$ cat src/rtl/contactor_drive_e.sv
// -----------------------------------------------------------------------------
// contactor_drive_e
//   Supervised coil driver for contactor E in the ring interlock circuit.
//   Takes the combinational E permit and the operator close command, drives
//   the coil through a small state machine, debounces the raw auxiliary
//   contact and hands the clean feedback back to the interlock matrix.
//   Detects close timeout, open timeout / welded contacts and unexpected
//   drop-out while closed.
//
// Ports
//   i_clk          system clock
//   i_rst_n        asynchronous active-low reset
//   i_cmd_close    level request to close (synchronous to i_clk)
//   i_permit       interlock permit, 1 = closing allowed (synchronous)
//   i_aux_fb       raw asynchronous auxiliary contact, 1 = closed
//   i_fault_clr    single-cycle fault acknowledge
//   o_coil         coil drive, 1 = energise
//   o_fb_stable    debounced auxiliary feedback
//   o_state        OPEN=0 CLOSING=1 CLOSED=2 OPENING=3 FAULT=4
//   o_fault        high while in FAULT
//   o_fault_code   00 none, 01 close timeout, 10 open timeout/welded,
//                  11 unexpected drop-out
//   o_op_count     (CONTACTOR_STATS_EN) CLOSING->CLOSED count, saturating
//   o_trip_count   (CONTACTOR_STATS_EN) FAULT entry count, saturating
//
// Build option
//   CONTACTOR_STATS_EN  adds the operation / trip statistics counters.
//
// States
//   state    | meaning
//   OPEN     | coil off, contactor open, waiting for close request
//   CLOSING  | coil on, waiting for debounced feedback
//   CLOSED   | coil on, feedback confirmed
//   OPENING  | coil off, waiting for feedback to drop
//   FAULT    | coil off, code latched until acknowledged
// -----------------------------------------------------------------------------
module contactor_drive_e #(
  parameter int DEBOUNCE_CYCLES = 4,
  parameter int CLOSE_TIMEOUT   = 1000,
  parameter int OPEN_TIMEOUT    = 1000,
  parameter int CNT_W           = 16
) (
  input  logic       i_clk,
  input  logic       i_rst_n,
  input  logic       i_cmd_close,
  input  logic       i_permit,
  input  logic       i_aux_fb,
  input  logic       i_fault_clr,
  output logic       o_coil,
  output logic       o_fb_stable,
  output logic [2:0] o_state,
  output logic       o_fault,
  output logic [1:0] o_fault_code
`ifdef CONTACTOR_STATS_EN
  ,
  output logic [15:0] o_op_count,
  output logic [7:0]  o_trip_count
`endif
);

  typedef enum logic [2:0] {
    ST_OPEN    = 3'd0,
    ST_CLOSING = 3'd1,
    ST_CLOSED  = 3'd2,
    ST_OPENING = 3'd3,
    ST_FAULT   = 3'd4
  } state_t;

  localparam int DB_W = $clog2(DEBOUNCE_CYCLES + 1);
  // The toggle happens on the edge that would bring the count to
  // DEBOUNCE_CYCLES, giving exactly DEBOUNCE_CYCLES mismatching samples.
  localparam logic [DB_W-1:0]  DB_TC    = DB_W'(DEBOUNCE_CYCLES - 1);
  localparam logic [CNT_W-1:0] CLOSE_TC = CNT_W'(CLOSE_TIMEOUT - 1);
  localparam logic [CNT_W-1:0] OPEN_TC  = CNT_W'(OPEN_TIMEOUT - 1);
  localparam logic [CNT_W-1:0] TMR_MAX  = {CNT_W{1'b1}};

  // ---------------------------------------------------------------------------
  // Feedback synchroniser and debounce
  // ---------------------------------------------------------------------------
  logic            sync1_q, sync2_q;
  logic [DB_W-1:0] db_cnt_q, db_cnt_d;
  logic            fb_q, fb_d;

  always_comb begin
    db_cnt_d = '0;
    fb_d     = fb_q;
    if (sync2_q != fb_q) begin
      if (db_cnt_q == DB_TC) begin
        fb_d     = sync2_q;
        db_cnt_d = '0;
      end else begin
        db_cnt_d = db_cnt_q + 1'b1;
      end
    end
  end

  always_ff @(posedge i_clk or negedge i_rst_n) begin
    if (!i_rst_n) begin
      sync1_q  <= 1'b0;
      sync2_q  <= 1'b0;
      db_cnt_q <= '0;
      fb_q     <= 1'b0;
    end else begin
      sync1_q  <= i_aux_fb;
      sync2_q  <= sync1_q;
      db_cnt_q <= db_cnt_d;
      fb_q     <= fb_d;
    end
  end

  // ---------------------------------------------------------------------------
  // Supervisory state machine
  // ---------------------------------------------------------------------------
  state_t           state_q, state_d;
  logic [CNT_W-1:0] timer_q, timer_d;
  logic [1:0]       code_q, code_d;
  logic             coil_q, coil_d;
  logic             fault_q, fault_d;
  logic             release_req;

  assign release_req = !i_permit || !i_cmd_close;

  always_comb begin
    state_d = state_q;
    code_d  = code_q;
    case (state_q)
      ST_OPEN: begin
        // Feedback while the coil is off means welded contacts.
        if (fb_q) begin
          state_d = ST_FAULT;
          code_d  = 2'b10;
        end else if (i_cmd_close && i_permit) begin
          state_d = ST_CLOSING;
        end
      end
      ST_CLOSING: begin
        if (release_req) begin
          state_d = ST_OPENING;
        end else if (fb_q) begin
          state_d = ST_CLOSED;
        end else if (timer_q == CLOSE_TC) begin
          state_d = ST_FAULT;
          code_d  = 2'b01;
        end
      end
      ST_CLOSED: begin
        if (release_req) begin
          state_d = ST_OPENING;
        end else if (!fb_q) begin
          state_d = ST_FAULT;
          code_d  = 2'b11;
        end
      end
      ST_OPENING: begin
        if (!fb_q) begin
          state_d = ST_OPEN;
        end else if (timer_q == OPEN_TC) begin
          state_d = ST_FAULT;
          code_d  = 2'b10;
        end
      end
      ST_FAULT: begin
        if (i_fault_clr && !i_cmd_close && !fb_q) begin
          state_d = ST_OPEN;
          code_d  = 2'b00;
        end
      end
      default: begin
        state_d = ST_OPEN;
        code_d  = 2'b00;
      end
    endcase

    // Coil and fault flags are derived from the next state so they change
    // on the same edge as the state register.
    coil_d  = (state_d == ST_CLOSING) || (state_d == ST_CLOSED);
    fault_d = (state_d == ST_FAULT);

    if (state_d != state_q) begin
      timer_d = '0;
    end else if (timer_q == TMR_MAX) begin
      timer_d = timer_q;
    end else begin
      timer_d = timer_q + 1'b1;
    end
  end

  always_ff @(posedge i_clk or negedge i_rst_n) begin
    if (!i_rst_n) begin
      state_q <= ST_OPEN;
      timer_q <= '0;
      code_q  <= 2'b00;
      coil_q  <= 1'b0;
      fault_q <= 1'b0;
    end else begin
      state_q <= state_d;
      timer_q <= timer_d;
      code_q  <= code_d;
      coil_q  <= coil_d;
      fault_q <= fault_d;
    end
  end

  assign o_coil       = coil_q;
  assign o_fb_stable  = fb_q;
  assign o_state      = state_q;
  assign o_fault      = fault_q;
  assign o_fault_code = code_q;

`ifdef CONTACTOR_STATS_EN
  // ---------------------------------------------------------------------------
  // Statistics; deliberately untouched by the fault acknowledge.
  // ---------------------------------------------------------------------------
  logic [15:0] op_cnt_q;
  logic [7:0]  trip_cnt_q;
  logic        op_evt, trip_evt;

  assign op_evt   = (state_q == ST_CLOSING) && (state_d == ST_CLOSED);
  assign trip_evt = (state_q != ST_FAULT) && (state_d == ST_FAULT);

  always_ff @(posedge i_clk or negedge i_rst_n) begin
    if (!i_rst_n) begin
      op_cnt_q   <= '0;
      trip_cnt_q <= '0;
    end else begin
      if (op_evt && (op_cnt_q != 16'hFFFF)) begin
        op_cnt_q <= op_cnt_q + 1'b1;
      end
      if (trip_evt && (trip_cnt_q != 8'hFF)) begin
        trip_cnt_q <= trip_cnt_q + 1'b1;
      end
    end
  end

  assign o_op_count   = op_cnt_q;
  assign o_trip_count = trip_cnt_q;
`endif

endmodule
$ cat config.mk
export PLATFORM = sky130hd
export DESIGN_NAME = contactor_drive_e
export DESIGN_NICKNAME = d
export VERILOG_FILES = /design/src/rtl/contactor_drive_e.sv
export SDC_FILE = /design/constraint.sdc
export NUM_CORES = 1
export LEC_CHECK = 0
export ABC_AREA = 1
export CORE_UTILIZATION = 50
export CTS_CLUSTER_DIAMETER = 30
export CTS_CLUSTER_SIZE = 12
export DETAILED_ROUTE_END_ITERATION = 6
export HOLD_SLACK_MARGIN = 0.05
export PLACE_DENSITY_LB_ADDON = 0.05
export SLEW_MARGIN = 40
export SYNTH_ARGS = -nofsm -noshare
export SYNTH_HDL_FRONTEND = slang
export SYNTH_SLANG_ARGS = --single-unit
$ cat constraint.sdc
create_clock -name i_clk -period 2.1 [get_ports i_clk]
set_clock_uncertainty 0.15 [all_clocks]
set_input_delay 0.42 -clock i_clk [delete_from_list [all_inputs] [get_ports i_clk]]
set_output_delay 0.42 -clock i_clk [all_outputs]
set_load 0.02 [all_outputs]
# [After elaboration in Yosys (flattened, before gate mapping)]
# Index checks and enable logic that the tools add are counted.
[totals] ff_bits=29 latchBits=0 mem_bits_rw=0 mem_bits_ro=0 output_inout_bits=8 memories=0
[classes] addsub=2 multipliers=0 n_div=0 order_cmp=0 n_eq_ne=22 shifts=0 mux=24 n_bitwise=0 n_reduce_logical=11
[ops] op="3-bit two-way mux" count=11
[ops] op="16-bit two-way mux" count=2
[ops] op="2-bit inequality test (second input constant)" count=10
[ops] op="2-bit two-way mux" count=9
[ops] op="16-bit by 1-bit adder with 16-bit output (second input constant)" count=1
[ops] op="16-bit by 10-bit equality test with 1-bit output (second input constant)" count=1
[ops] op="16-bit equality test (second input constant)" count=1
[ops] op="3-bit case mux with 5 select lines" count=1
[ops] op="3-bit by 2-bit equality test with 1-bit output (second input constant)" count=4
[ops] op="2-bit case mux with 5 select lines" count=1
[ops] op="9-bit AND reduction" count=1
[ops] op="3-bit by 1-bit equality test with 1-bit output (second input constant)" count=2
[ops] op="3-bit equality test (second input constant)" count=2
[ops] op="3-bit by 1-bit adder with 3-bit output (second input constant)" count=1
[ops] op="1-bit logical AND" count=3
[ops] op="1-bit zero test" count=3
[ops] op="3-bit zero test" count=1
[ops] op="3-bit inequality test" count=1
[ops] op="1-bit logical OR" count=2
[ops] op="2-bit AND reduction" count=1
[ops] op="1-bit inequality test" count=1

# [Logic depth before layout (Yosys ltp)]
# Gate-level depths: netlist of run 1.
[logic_depth] ltp_word=7 ltp_mapped=13

# [Least setup slack after synthesis of run 1]
# Ideal clock, no wire load.
[synth_timing] path_kind="register -> register" start="register fb_q (netlist: o_fb_stable)" end="register timer_q[12]" arrival_time_ns=1.583 required_time_ns=1.822 path_slack_ns=0.240 stages_incl_launch_ff=12 n_path_buf=2 synth_period_minus_slack_ns=1.860 cell_sequence="dfrtp_1 buf_4 inv_2 nand2_1 o21ai_1 nand3_1 nand3b_4 inv_2 nor2_4 nand2_4 buf_12 nor2_4"
[synth_via] elab_chain_len=6
[synth_rtl] item="from (decl)" line="82" text="logic fb_q, fb_d;"
[synth_rtl] item="from (signal assigned)" line="102" text="fb_q <= 1'b0;"
[synth_rtl] item="from (signal assigned)" line="107" text="fb_q <= fb_d;"
[synth_rtl] item="1-bit zero test" line="163" text="if (i_fault_clr && !i_cmd_close && !fb_q) begin"
[synth_rtl] item="1-bit logical AND" line="163"
[synth_rtl] item="3-bit two-way mux" line="163"
[synth_rtl] item="3-bit case mux with 5 select lines *" line="126" text="case (state_q)"
[synth_rtl] item="3-bit inequality test *" line="179" text="if (state_d != state_q) begin"
[synth_rtl] item="2-bit inequality test (no line) or 16-bit two-way mux (tied branches)"
[synth_rtl] item="to (signal assigned)" line="197" text="timer_q <= timer_d;"
[synth_rtl] item="to (decl)" line="115" text="logic [CNT_W-1:0] timer_q, timer_d;"
# Mark *: on every way between the ends. The rest lies on a longest branch, timed or not.
# A chain may end at the register's enable or synchronous reset.

# [Worst setup path after layout of run 1]
[layout_timing] start="register state_q[1] (netlist: o_state[1])" end="output port o_state[1]"
[layout_rtl] item="from (decl)" line="114" text="state_t state_q, state_d;"
[layout_rtl] item="from (signal assigned)" line="196" text="state_q <= state_d;"
[layout_rtl] item="to (decl)" line="51" text="output logic [2:0] o_state,"
# No word-level cell between the ends.

==> parameters.txt, run 1 <==
Parameter                              Value

Logic synthesis
  Post-synthesis average cell area    8.15 sq um
  Post-synthesis sequential area ratio    0.422
  Library cell with the highest instance count after synthesis    sky130_fd_sc_hd__nand2_1
  Most frequently used flop master after synthesis    sky130_fd_sc_hd__dfrtp_1
  Async SR Flop Fraction    1.00
  Area share of the leading cell type in the synthesized netlist    0.422
  Distinct cells, synth    28
  Cell area after technology mapping    1720 sq um
  Cell types with the largest area share after synthesis    sky130_fd_sc_hd__dfrtp_1 (42%), sky130_fd_sc_hd__nand2_1 (11%), sky130_fd_sc_hd__nor2_4 (7.9%)
  EDFF count, synth    0
  Synth cell count leaders    sky130_fd_sc_hd__nand2_1 (49), sky130_fd_sc_hd__dfrtp_1 (29), sky130_fd_sc_hd__nor2_1 (26)
  Total number of yosys warnings    0
  Synth area leader    sky130_fd_sc_hd__dfrtp_1
  Mapped Cells    between 200 and 250
  Syn Nets    219
  Total of flip-flops plus latches after synthesis    29

Setup path
  CP required    1.53 ns
  Reg-to-reg critical path endpoint    timer_q[12]$_DFFE_PN0P_
  CP max FO    9
  Count of buffering cells on the critical path with inverters included    1
  Ordered cell list for the critical path    clkdlybuf4s50_1
  Register-to-Register Path Depth    13
  CP endpoint    o_state[1]
  Reg2reg start    timer_q[1]$_DFFE_PN0P_
  Register-to-register path setup slack    between 0.1 and 0.15 ns
  Number of cells on the critical path    1
  Crit-path max cell delay    0.64 ns
  Slowest CP cell    sky130_fd_sc_hd__clkdlybuf4s50_1
  Crit path DAT    1.46 ns
  CP delay by family, top    buffers and inverters
  Launching element of the worst setup path    o_state[1]$_DFF_PN0_
  Setup crit end kind    output pin
  Type of the worst setup path    reg2out
  CP Launch Type    flop

Final layout
  Synth-to-layout area growth    20.7%
  Count of inserted antenna diode cells    0
  Post-route core utilization    0.658
  Number of fillers in the final layout    258
  Layout cell share with drive strength beyond 1    0.232
  Post-layout instance area    2080 sq um
  Final Non-Filler Cells    ~280
  Post-layout net count    244

Clocking
  Number of clock sinks seen by CTS    29
  Post-CTS Hold Fix Bufs    0
  Clock buffers created by TritonCTS    5
  Skew-Pair Late Insertion Delay    0.32 ns
  Worst-path clk slew    0.10 ns
  CTS H-tree lvls    2
  Number of buffers between clock root and the deepest sink    2
  CTS tree    done
  Clock root buffer    sky130_fd_sc_hd__clkbuf_4

Floorplan
  Die X-Extent    60.7 microns
  Ports placed on the boundary    14
  Height of the die    60.7 microns
  Core Footprint    3150 sq um
  Initial core utilization    0.546
  Overall die area    between 3000 and 4000 sq um
  Row Count    20

Drt
  Remaining antenna violation count    0
  Detailed-route DRC error count    0
  DR pass1 iterations    4
  DR vias/cell    5.18
  Drt first-iter violations    95
  Post-DR wirelength/cell    11.7 microns
  Overall routed net length    3290 microns
  Vias    1456

Power
  Power per cell area    1350 nW/um^2
  Leakage power of the design    0.946 nW
  Maximum resistive drop on vdd    1.40 mV

Global routing
  First-pass GRT wire length    5700 microns
  Maximum number of pins on one net before global-route repair    30
  Number of antenna violations at the first check in global routing    0
  Overall Global Routing Usage    0.217
  Number of global-route vias before repair    1386
  Total congestion overflow after global routing    0

STA
  Minimum period implied by the final worst setup slack    2.03 ns
  Total count of max-transition violations in the final report    0
  Worst Tran Pin Value    0.413 ns
  Highest attainable clock frequency    between 400 and 500 MHz
  Final Hold Violating Endpoints    0
  Final period utilization    0.966
  Slew headroom    0.722
  Summed negative setup slack over all endpoints    0 ns
  # setup viols final    0

Worst hold path
  Hold Path Class    reg2reg

Placement
  Placed Instance Area    1940 sq um
  Placed cells    271
  Half-perimeter wire length of the detailed placement result    2560 microns
  Placer's final routability congestion estimate    0.832
  Port Buf Inserts    13

Status
  Run status    finished, final reports clean

Job
  Count of maximum capacitance violations    0
power by group:
part | switching (mW) | internal, mW
clock | 0.195 | 0.283
sequential | 0.126 | 0.670
combinational | 0.850 | 0.684
total | 1.17 | 1.64
layer usage:
layer / track usage / vias up / wire length (microns)
met4: 0.114 / 0 / 42
met1: 0.264 / 682 / 1450
met3: 0.0533 / 7 / 126
met5: 0 / - / 0
li1: - / 723 / -
met2: 0.358 / 44 / 1680
registers in the layout, indices dropped and copies added, names as in the netlist:
name          count
sync1_q           1
o_fault_code      2
sync2_q           1
o_fault           1
db_cnt_q          3
o_coil            1
timer_q          16
o_state           3
o_fb_stable       1
per-stage QoR:
step,power [mW],setup WS (ns),hold WS [ns]
after floorplan,1.86,0.240,-0.0256
after global placement,2.31,0.0529,0.190
after detailed placement,2.34,0.00384,0.189
after CTS,2.83,0.00540,0.221
after global routing,3.01,-0.0129,0.234
final,2.81,0.0720,0.219
layout by cell type (no fill, tap or decap), types with 5 or more instances in the layout:
master and instances:
sky130_fd_sc_hd__nor2_4 12, sky130_fd_sc_hd__clkdlybuf4s50_1 13, sky130_fd_sc_hd__buf_4 6, sky130_fd_sc_hd__dfrtp_1 26, sky130_fd_sc_hd__nor2_1 25, sky130_fd_sc_hd__inv_1 23
sky130_fd_sc_hd__nor3_1 6, sky130_fd_sc_hd__inv_2 6, sky130_fd_sc_hd__clkbuf_4 5, sky130_fd_sc_hd__o21ai_0 7, sky130_fd_sc_hd__nand3_1 11, sky130_fd_sc_hd__nand4_1 8
sky130_fd_sc_hd__nand2_1 47
worst min path at each step:
| stage | startpoint | cells after the start | slack, ns | endpoint |
|---|---|---|---|---|
| floorplan | i_rst_n | 0 | -0.03 | db_cnt_q[0]$_DFF_PN0_ |
| detailed placement | sync1_q$_DFF_PN0_ | 0 | 0.19 | sync2_q$_DFF_PN0_ |
| global placement | sync1_q$_DFF_PN0_ | 0 | 0.19 | sync2_q$_DFF_PN0_ |
| CTS | sync1_q$_DFF_PN0_ | 0 | 0.22 | sync2_q$_DFF_PN0_ |
| finish | sync1_q$_DFF_PN0_ | 0 | 0.22 | sync2_q$_DFF_PN0_ |
| global route | sync1_q$_DFF_PN0_ | 0 | 0.23 | sync2_q$_DFF_PN0_ |
area by class of cell:
cell class	count	area, sq um	share of cell area
clock buffer	6	51.3	0.0247
clock inverter	2	37.5	0.0181
inverter	29	109	0.0524
multi-input combinational	150	878	0.423
sequential	29	729	0.351
tap	44	55.1	0.0265
timing repair buffer	21	215	0.104
logic make-up after synthesis:
kind of cell	Yosys count	synth area share
buffers and inverters	32	0.0822
AO/OA/AOI/OAI	17	0.0618
XOR/XNOR	7	0.0356
AND/OR/NAND/NOR	124	0.384
flip-flops	29	0.422
adder cells (fa/ha/maj)	2	0.0145
timing repair:
item,4_1_cts,5_1_grt
endpoints found under the setup margin,2,18
gates resized for setup,2,9
setup buffers,0,2
gates cloned,0,0
pin swaps,0,3
(Power assumes the default switching activity.)
==> run 2, diff against run 1 <==
--- a/config.mk
+++ b/config.mk
@@ -6,7 +6,7 @@
 export NUM_CORES = 1
 export LEC_CHECK = 0
 export ABC_AREA = 1
-export CORE_UTILIZATION = 50
+export CORE_UTILIZATION = 35
 export CTS_CLUSTER_DIAMETER = 30
 export CTS_CLUSTER_SIZE = 12
 export DETAILED_ROUTE_END_ITERATION = 6
==> run 2 against run 1 <==
Effect of this change:
- worst hold slack got worse by 0.014 ns
- clock-buffer cell count rose by 1
- sequential cell count did not move
- wire length rose by 2.0%
- clock power rose by 22%
- power rose by 6.9%
- die area rose by 41%
- global-route usage fell by 6.3 points
- final cell count rose by 8.5%
- cell area rose by 3.6%
- combinational power rose by 7%
- first-iteration DRC count fell by 36%
==> parameters.txt, run 2 (synthesis gave the netlist of run 1 again) <==
Parameter                              Value

Setup path
  CP required    1.53 ns (about the same)
  Crit path DAT    1.43 ns (was 1.46 ns)
  Number of cells on the critical path    1 (unchanged)
  Crit-path max cell delay    0.66 ns (was 0.64 ns)
  CP endpoint    o_state[0] (was o_state[1])
  CP delay by family, top    buffers and inverters (unchanged)
  Launching element of the worst setup path    o_state[0]$_DFF_PN0_ (was o_state[1]$_DFF_PN0_)
  Ordered cell list for the critical path    clkdlybuf4s50_1 (unchanged)
  Count of buffering cells on the critical path with inverters included    1 (unchanged)
  Type of the worst setup path    reg2out (unchanged)
  CP max FO    8 (was 9)
  Slowest CP cell    sky130_fd_sc_hd__clkdlybuf4s50_1 (unchanged)
  Reg2reg start    timer_q[1]$_DFFE_PN0P_ (unchanged)
  CP Launch Type    flop (unchanged)
  Reg-to-reg critical path endpoint    timer_q[12]$_DFFE_PN0P_ (unchanged)
  Register-to-register path setup slack    0.14 ns (about the same)
  Register-to-Register Path Depth    13 (unchanged)
  Setup crit end kind    output pin (unchanged)

Final layout
  Post-route core utilization    0.455 (was 0.658)
  Post-layout net count    245 (was 244)
  Top reg by flops    timer_q (unchanged)
  Top library cells by usage in the layout, fill and taps aside    sky130_fd_sc_hd__nand2_1 (47), sky130_fd_sc_hd__dfrtp_1 (28), sky130_fd_sc_hd__nor2_1 (24), sky130_fd_sc_hd__inv_1 (23), sky130_fd_sc_hd__clkdlybuf4s50_1 (13) (was sky130_fd_sc_hd__nand2_1 (47), sky130_fd_sc_hd__dfrtp_1 (26), sky130_fd_sc_hd__nor2_1 (25), sky130_fd_sc_hd__inv_1 (23), sky130_fd_sc_hd__clkdlybuf4s50_1 (13))
  Synth-to-layout area growth    24.9% (was 20.7%)
  Largest register FFs    16 (unchanged)
  Final Non-Filler Cells    305 (was 281)
  Count of inserted antenna diode cells    0 (unchanged)
  Layout cell share with drive strength beyond 1    0.227 (was 0.232)
  Most frequent standard cell in the layout excluding fill and tap cells    sky130_fd_sc_hd__nand2_1 (unchanged)

Floorplan
  Die X-Extent    72.1 microns (was 60.7 microns)
  Row Count    25 (was 20)
  Overall die area    5200 sq um (was 3680 sq um)
  Ports placed on the boundary    14 (unchanged)
  Height of the die    72.1 microns (was 60.7 microns)
  Core Footprint    4720 sq um (was 3150 sq um)
  Initial core utilization    0.364 (was 0.546)

STA
  Worst Tran Pin Value    0.416 ns (was 0.413 ns)
  Minimum period implied by the final worst setup slack    2.00 ns (was 2.03 ns)
  # setup viols final    0 (unchanged)
  Setup repair after global routing missed its margin    false
  Slew headroom    0.721 (was 0.722)
  Total count of max-transition violations in the final report    0 (unchanged)
  Final period utilization    0.952 (was 0.966)
  Tightest hold margin    0.205 ns (was 0.219 ns)
  Final Hold Violating Endpoints    0 (unchanged)
  Highest attainable clock frequency    500 MHz (was 493 MHz)

Global routing
  Global routing usage on met2    0.256 (was 0.358)
  Number of antenna violations at the first check in global routing    0 (unchanged)
  Number of global-route vias before repair    1442 (was 1386)
  Busiest metal layer after global routing    met2 (unchanged)
  Global-route met3 utilization    0.0375 (was 0.0533)
  Overall Global Routing Usage    0.154 (was 0.217)
  Met1 demand-to-capacity share in global routing    0.184 (was 0.264)
  Total congestion overflow after global routing    0 (unchanged)
  Maximum number of pins on one net before global-route repair    30 (unchanged)
  First-pass GRT wire length    6080 microns (was 5700 microns)

Clocking
  Post-CTS Hold Fix Bufs    0 (unchanged)
  Worst-path clk slew    0.06 ns (was 0.10 ns)
  CTS H-tree lvls    2 (unchanged)
  Number of buffers between clock root and the deepest sink    2 (unchanged)
  Clock root buffer    sky130_fd_sc_hd__clkbuf_8 (was sky130_fd_sc_hd__clkbuf_4)
  Clock buffers created by TritonCTS    5 (unchanged)
  Number of clock sinks seen by CTS    29 (unchanged)
  Skew-Pair Late Insertion Delay    0.27 ns (was 0.32 ns)
  CTS tree    done (unchanged)

Power
  Leakage power of the design    0.956 nW (was 0.946 nW)
  Power per cell area    1400 nW/um^2 (was 1350 nW/um^2)
  Maximum resistive drop on vdd    0.677 mV (was 1.40 mV)

Drt
  DR vias/cell    4.65 (was 5.18)
  DR pass1 iterations    4 (unchanged)
  Vias    1417 (was 1456)
  Post-DR wirelength/cell    11.0 microns (was 11.7 microns)
  Drt first-iter violations    61 (was 95)
  Remaining antenna violation count    0 (unchanged)
  Detailed-route DRC error count    0 (unchanged)
  Overall routed net length    3360 microns (was 3290 microns)

Placement
  Half-perimeter wire length of the detailed placement result    2630 microns (was 2560 microns)
  Placer's final routability congestion estimate    0.915 (was 0.832)
  Placed cells    296 (was 271)
  Port Buf Inserts    13 (unchanged)

Worst hold path
  Hold Path Class    reg2reg (unchanged)

Job
  Count of maximum capacitance violations    0 (unchanged)

Status
  Run status    finished, final reports clean (unchanged)
## run 2: stage by stage
| stage | worst slack (ns) | total power, mW | TNS, ns | instance area, sq um |
|---|---|---|---|---|
| after global placement | 0.0121 | 2.35 | 0 | 1990 |
| after detailed placement | -0.0252 | 2.38 | -0.179 | 1990 |
| after CTS | 0.0349 | 2.98 | 0 | 2110 |
| after global routing | 0.00512 | 3.21 | 0 | 2150 |
| after floorplan | 0.240 | 1.86 | 0 | 1720 |
| final | 0.0998 | 3.00 | 0 | 2150 |
## run 2: power by group
part | leakage (nW) | switching (mW) | internal (mW)
logic | 0.514 | 0.910 | 0.734
registers | 0.384 | 0.107 | 0.668
clock network | 0.0585 | 0.197 | 0.386
total | 0.956 | 1.21 | 1.79
## run 2: worst min path at each step
stage,cells after the start,startpoint,endpoint
2_1_floorplan,0,i_rst_n,db_cnt_q[0]$_DFF_PN0_
3_3_place_gp,0,sync1_q$_DFF_PN0_,sync2_q$_DFF_PN0_
3_5_place_dp,0,sync1_q$_DFF_PN0_,sync2_q$_DFF_PN0_
4_1_cts,0,sync1_q$_DFF_PN0_,sync2_q$_DFF_PN0_
5_1_grt,0,sync1_q$_DFF_PN0_,sync2_q$_DFF_PN0_
6_report,0,sync1_q$_DFF_PN0_,sync2_q$_DFF_PN0_
## run 2: per-layer routing
layer,routed length [microns],part of all wire
met1,1490,0.44
met2,1680,0.50
met3,103,0.031
met4,83,0.025
met5,0,0
## run 2: layout make-up
class,count,area (sq um)
clock inverters,1,30.0
inverters,29,109
repair buffers,22,223
multi-input cells,150,891
clock buffers,7,86.3
fillers,461,2570
flip-flops and latches,29,727
well taps,67,83.8
## run 2: timing repair
action                     in CTS  in global routing
gates resized for setup         2                  9
buffers inserted                0                  1
setup endpoints to repair       8                 15
pin swaps                       0                  3
